==> config.mk <==
export PLATFORM = sky130hd
export DESIGN_NAME = counter_updown_sat
export DESIGN_NICKNAME = d
export VERILOG_FILES = /design/src/rtl/counter_pkg.sv /design/src/rtl/counter_updown_sat.sv
export SDC_FILE = /design/constraint.sdc
export NUM_CORES = 1
export LEC_CHECK = 0
export BUFFER_PORTS_ARGS = -buffer_cell sky130_fd_sc_hd__buf_2
export CAP_MARGIN = 20
export CORE_ASPECT_RATIO = 1.25
export CORE_UTILIZATION = 48
export CTS_BUF_LIST = sky130_fd_sc_hd__clkbuf_16
export DETAILED_ROUTE_END_ITERATION = 12
export PLACE_DENSITY_LB_ADDON = 0.3
export RECOVER_POWER = 100
export SLEW_MARGIN = 10
export SYNTH_ARGS = -nofsm -noshare
export SYNTH_HDL_FRONTEND = slang
export SYNTH_SLANG_ARGS = --single-unit
export TNS_END_PERCENT = 100
==> constraint.sdc <==
create_clock -name clk -period 2.5 [get_ports clk]
set_input_delay 0.5 -clock clk [delete_from_list [all_inputs] [get_ports clk]]
set_output_delay 0.5 -clock clk [all_outputs]
set_load 0.05 [all_outputs]
==> src/rtl/counter_pkg.sv <==
// Shared types and helpers for the up/down saturating counter.
package counter_pkg;

    typedef enum logic [1:0] {
        RUN    = 2'd0,
        SAT_HI = 2'd1,
        SAT_LO = 2'd2
    } cnt_state_t;

    localparam logic DIR_UP   = 1'b1;
    localparam logic DIR_DOWN = 1'b0;

    function automatic int clamp_val(input int val, input int lo, input int hi);
        if (val < lo) return lo;
        if (val > hi) return hi;
        return val;
    endfunction

endpackage

==> src/rtl/counter_updown_sat.sv <==
// Parametrised up/down counter with programmable bounds, saturate/wrap mode and event flags.
// Optional sticky interrupt output enabled by defining COUNTER_UPDOWN_SAT_IRQ_EN.
module counter_updown_sat
    import counter_pkg::*;
#(
    parameter int WIDTH     = 3,
    parameter int MIN_VAL   = 0,
    parameter int MAX_VAL   = 2**WIDTH-1,
    parameter int RESET_VAL = MIN_VAL
) (
    input  logic             clk,
    input  logic             rst_n,
    input  logic             clear,
    input  logic             load,
    input  logic [WIDTH-1:0] load_val,
    input  logic             en,
    input  logic             dir,
    input  logic             wrap_mode,
    input  logic [WIDTH-1:0] match_val,
    output logic [WIDTH-1:0] count,
    output logic             match,
    output logic             match_hit,
    output logic             at_max,
    output logic             at_min,
    output logic             wrapped,
`ifdef COUNTER_UPDOWN_SAT_IRQ_EN
    input  logic             irq_ack,
    output logic             irq,
`endif
    output logic             saturated
);

    localparam logic [WIDTH-1:0] MIN_C   = WIDTH'(MIN_VAL);
    localparam logic [WIDTH-1:0] MAX_C   = WIDTH'(MAX_VAL);
    localparam logic [WIDTH-1:0] RESET_C = WIDTH'(RESET_VAL);
    localparam logic [WIDTH:0]   MIN_X   = {1'b0, MIN_C};
    localparam logic [WIDTH:0]   MAX_X   = {1'b0, MAX_C};
    localparam logic [WIDTH:0]   ONE_X   = {{WIDTH{1'b0}}, 1'b1};

    cnt_state_t       state, state_nxt;
    logic [WIDTH-1:0] count_nxt;
    logic [WIDTH-1:0] load_clamped;
    logic [WIDTH:0]   inc, dec;
    logic             wrap_nxt;
    logic             hit_nxt;

    // One extra bit keeps step arithmetic free of silent overflow at the top of the range.
    assign inc          = {1'b0, count} + ONE_X;
    assign dec          = {1'b0, count} - ONE_X;
    assign load_clamped = WIDTH'(clamp_val(int'(load_val), MIN_VAL, MAX_VAL));

    always_comb begin
        count_nxt = count;
        state_nxt = state;
        wrap_nxt  = 1'b0;
        if (clear) begin
            count_nxt = RESET_C;
            state_nxt = RUN;
        end else if (load) begin
            count_nxt = load_clamped;
            state_nxt = RUN;
            if (!wrap_mode && load_clamped == MAX_C)
                state_nxt = SAT_HI;
            else if (!wrap_mode && load_clamped == MIN_C)
                state_nxt = SAT_LO;
        end else begin
            case (state)
                RUN: begin
                    if (en && dir == DIR_UP) begin
                        if (count == MAX_C) begin
                            if (wrap_mode) begin
                                count_nxt = MIN_C;
                                wrap_nxt  = 1'b1;
                            end else begin
                                state_nxt = SAT_HI;
                            end
                        end else begin
                            count_nxt = inc[WIDTH-1:0];
                            if (!wrap_mode && inc == MAX_X)
                                state_nxt = SAT_HI;
                        end
                    end else if (en && dir == DIR_DOWN) begin
                        if (count == MIN_C) begin
                            if (wrap_mode) begin
                                count_nxt = MAX_C;
                                wrap_nxt  = 1'b1;
                            end else begin
                                state_nxt = SAT_LO;
                            end
                        end else begin
                            count_nxt = dec[WIDTH-1:0];
                            if (!wrap_mode && dec == MIN_X)
                                state_nxt = SAT_LO;
                        end
                    end
                end
                // Leaving saturation because wrap mode was switched on costs one idle edge.
                SAT_HI: begin
                    if (wrap_mode) begin
                        state_nxt = RUN;
                    end else if (en && dir == DIR_DOWN) begin
                        count_nxt = dec[WIDTH-1:0];
                        state_nxt = (dec == MIN_X) ? SAT_LO : RUN;
                    end
                end
                SAT_LO: begin
                    if (wrap_mode) begin
                        state_nxt = RUN;
                    end else if (en && dir == DIR_UP) begin
                        count_nxt = inc[WIDTH-1:0];
                        state_nxt = (inc == MAX_X) ? SAT_HI : RUN;
                    end
                end
                default: state_nxt = RUN;
            endcase
        end
    end

    // A hit needs the count to actually move onto match_val; clear never raises it.
    assign hit_nxt = !clear && (count_nxt != count) && (count_nxt == match_val);

    always_ff @(posedge clk or negedge rst_n) begin
        if (!rst_n) begin
            count     <= RESET_C;
            state     <= RUN;
            match_hit <= 1'b0;
            wrapped   <= 1'b0;
        end else begin
            count     <= count_nxt;
            state     <= state_nxt;
            match_hit <= hit_nxt;
            wrapped   <= wrap_nxt;
        end
    end

`ifdef COUNTER_UPDOWN_SAT_IRQ_EN
    // Set is taken from the same edge that raises the pulses so it beats a coincident ack.
    always_ff @(posedge clk or negedge rst_n) begin
        if (!rst_n)
            irq <= 1'b0;
        else if (hit_nxt || wrap_nxt)
            irq <= 1'b1;
        else if (irq_ack || clear)
            irq <= 1'b0;
    end
`endif

    assign match     = (count == match_val);
    assign at_max    = (count == MAX_C);
    assign at_min    = (count == MIN_C);
    assign saturated = (state == SAT_HI) || (state == SAT_LO);

endmodule

==> impl_metrics.env <==
export IMPL_synth_nets=185
export IMPL_ir_drop_mv=0.421
export IMPL_cts_tree="yes"
export IMPL_worst_ep_required_time_ns=2.62
export IMPL_synth_area_leader_cell="dfrtp_1"
export IMPL_cts_setup_buffers=0
export IMPL_regToRegSetupSlack_ns=0.18
export IMPL_drt_wl_total_mm=3.36
export IMPL_grt_pass1_wl_mm=5.55
export IMPL_cts_clk_slew_worst_paths_ns=0.04
export IMPL_clock_fmax_ghz=0.430
export IMPL_fin_nets=201
export IMPL_netlist_area_mm2=0.00138
export IMPL_numClockSinks=7
export IMPL_p_leak_nw=0.610
export IMPL_synth_edf_count=0
export IMPL_critical_path_class="reg2reg"
export IMPL_worst_pin_slew_ns=0.649
export IMPL_critPathLaunchType="flop"
export IMPL_yosys_most_used_dff="dfrtp_1"
export IMPL_status="finished, final reports clean"
export IMPL_cts_hold_buf=0
export IMPL_maxSlewViolCount=0
export IMPL_die_h_um=62.0
export IMPL_ff2ff_path_depth=8
export IMPL_cts_root_buf="clkbuf_16"
export IMPL_fin_util=0.540
export IMPL_drt_vias_per_instance=6.17
export IMPL_yosysMostFrequentCell="nand2_1"
export IMPL_cp_startpoint="count[1]$_DFF_PN0_"
export IMPL_async_reset_ff_frac=1.00
export IMPL_grt_pass1_vias=1159
export IMPL_skew_ns=0.00172
export IMPL_globalplace_congestion=0.943
export IMPL_setup_viol=0
export IMPL_powerDensity_mw_per_mm2=492
export IMPL_grt_usage=0.239
export IMPL_die_w_um=50.0
export IMPL_cp_max_fo=11
export IMPL_fin_crit_sh=0.929
export IMPL_endpoint="state[1]$_DFFE_PN0P_"
export IMPL_grt_util_met3=0.0243
export IMPL_grt_met2_usage=0.425
export IMPL_netlist_instances=162
export IMPL_yosys_warnings=0
export IMPL_h_tree_depth=1
export IMPL_netlist_top_cells_area="dfrtp_1, ha_1, clkbuf_8"
export IMPL_antenna_found_initial=0
export IMPL_synth_avg_cell_area_um2=8.52
export IMPL_diodes=0
export IMPL_dp_hpwl_mm=2.63
export IMPL_crit_arrival_ns=2.44
export IMPL_grtUsageMet1=0.297
export IMPL_end_kind="flop"
export IMPL_slew_headroom=0.569
export IMPL_antenna_left=0
export IMPL_ys_types=64
export IMPL_pin_count=22
export IMPL_setup_tns_ns=0
export IMPL_yosysSeqAreaShare=0.127
export IMPL_grt_busiest_layer="met2"
export IMPL_num_vias=1302
export IMPL_rr_startpoint="count[1]$_DFF_PN0_"
export IMPL_netlist_area_leader_share=0.127
export IMPL_critPathMaxStageDelay_ns=0.49
export IMPL_timing_rr_end="state[1]$_DFFE_PN0P_"
export IMPL_grt_start_max_net_pins=20
export IMPL_drtPass1Iterations=4
export IMPL_maxCapViolCount=0
export IMPL_drc=0
export IMPL_ys_ff_latch=7
export IMPL_die_area_mm2=0.00310
export IMPL_cp_slowest_cell="dfrtp_2"
export IMPL_overflow=0
export IMPL_fp_row_count=21
export IMPL_wire_per_inst_um=15.9
export IMPL_cts_resized=0
export IMPL_cts_buffers_inserted=3
export IMPL_hold_viol=0
export IMPL_crit_chain="inv_2, ha_1, or2_1, o21ai_2, a211o_2, a31oi_2, nor3_2, a2111oi_2"
export IMPL_insertion_delay_ns=0.23
export IMPL_syn_to_final_growth_pct=5.80
export IMPL_layout_min_cycle_time_ns=2.32
export IMPL_drtIter0Drc=38
export IMPL_synth_commonest_cells="nand2_1, nor2_1, ha_1"
export IMPL_numPortBuffers=21
export IMPL_rsz0062_at_grt="false"
export IMPL_clockBufferDepth=2
export IMPL_core_area_mm2=0.00271
export IMPL_hold_class="in2async"
export IMPL_start_util=0.510
export IMPL_layout_drive_gt1_share=0.249
-- critical path: cells and delay by family (launching register included) --
family | cells | cell delay, ns
buffers and inverters | 1 | 0.14
and+or+nand+nor | 2 | 0.23
DFF | 1 | 0.49
AOI/OAI and AO/OA | 4 | 1.05
adders and majority gates | 1 | 0.28
-- registers in the layout, indices dropped and copies added, names as in the netlist --
| register | cells |
|---|---|
| state | 2 |
| match_hit | 1 |
| count | 3 |
| wrapped | 1 |
-- how the worst min path moves through the flow --
stage,cells after the start,end,startpoint
floorplan,0,count[0]$_DFF_PN0_,rst_n
global placement,1,state[0]$_DFFE_PN0P_,rst_n
detailed placement,1,state[0]$_DFFE_PN0P_,rst_n
CTS,1,count[2]$_DFF_PN0_,rst_n
global route,1,wrapped$_DFF_PN0_,rst_n
finish,1,count[2]$_DFF_PN0_,rst_n
-- layer usage --
| layer | part of all wire | up-vias |
|---|---|---|
| met4 | 0.018 | 0 |
| met5 | 0 | - |
| li1 | - | 636 |
| met2 | 0.50 | 38 |
| met1 | 0.44 | 621 |
| met3 | 0.041 | 7 |
-- cells in the final DEF (no fill, tap or decap), types with 2 or more instances in the layout --
cell	instances
buf_2	11
o2111ai_1	5
nand4_1	3
xor2_1	2
nor3b_1	2
o21ai_2	2
nor3_1	7
inv_2	2
dfrtp_2	2
inv_1	7
clkbuf_1	7
ha_1	10
nand2b_1	2
o21ai_0	3
a221oi_2	2
and3b_1	2
nand2_1	15
nand4b_1	3
nor4_2	2
dfrtp_1	5
a21oi_1	9
a311oi_1	2
nor2_1	12
nor2b_1	5
clkbuf_2	3
buf_4	2
mux2i_1	3
xnor2_1	5
clkbuf_16	3
-- kinds of logic (layout without fill, tap and decap cells) --
kind of cell,Yosys count,in the layout,share of synthesized area
xor+xnor,7,7,0.0444
mux,4,4,0.0299
buf+inv,22,37,0.133
simple gates,66,66,0.287
fa+ha+maj,10,10,0.0907
compound gates,46,46,0.287
flops,7,7,0.127
-- metrics by stage --
| step | instances | area, um2 | worst slack, ns | hold WS [ns] | power, mW |
|---|---|---|---|---|---|
| after floorplan | 162 | 1380 | 0.0802 | 0.204 | 0.396 |
| after global placement | 207 | 1400 | 0.286 | 0.339 | 0.444 |
| after detailed placement | 207 | 1400 | 0.240 | 0.343 | 0.448 |
| after CTS | 211 | 1480 | 0.225 | 0.0972 | 0.726 |
| after global routing | 211 | 1460 | 0.0685 | 0.184 | 0.756 |
| final | 211 | 1460 | 0.177 | 0.154 | 0.719 |
-- layout make-up --
| cell class | instances | area [um2] |
|---|---|---|
| clock buffers | 3 | 75.1 |
| clock inverters | 1 | 5.00 |
| fillers | 261 | 1250 |
| inverters | 10 | 40.0 |
| multi-input cells | 133 | 1010 |
| flip-flops and latches | 7 | 178 |
| well taps | 34 | 42.5 |
| repair buffers | 23 | 111 |
-- power by group --
part / leakage (nW) / total [mW] / switching (mW) / internal, mW
clock network: 0.0409 / 0.277 / 0.0668 / 0.210
registers: 0.0914 / 0.139 / 0.0168 / 0.122
logic: 0.478 / 0.303 / 0.196 / 0.107
(Power assumes the default switching activity.)
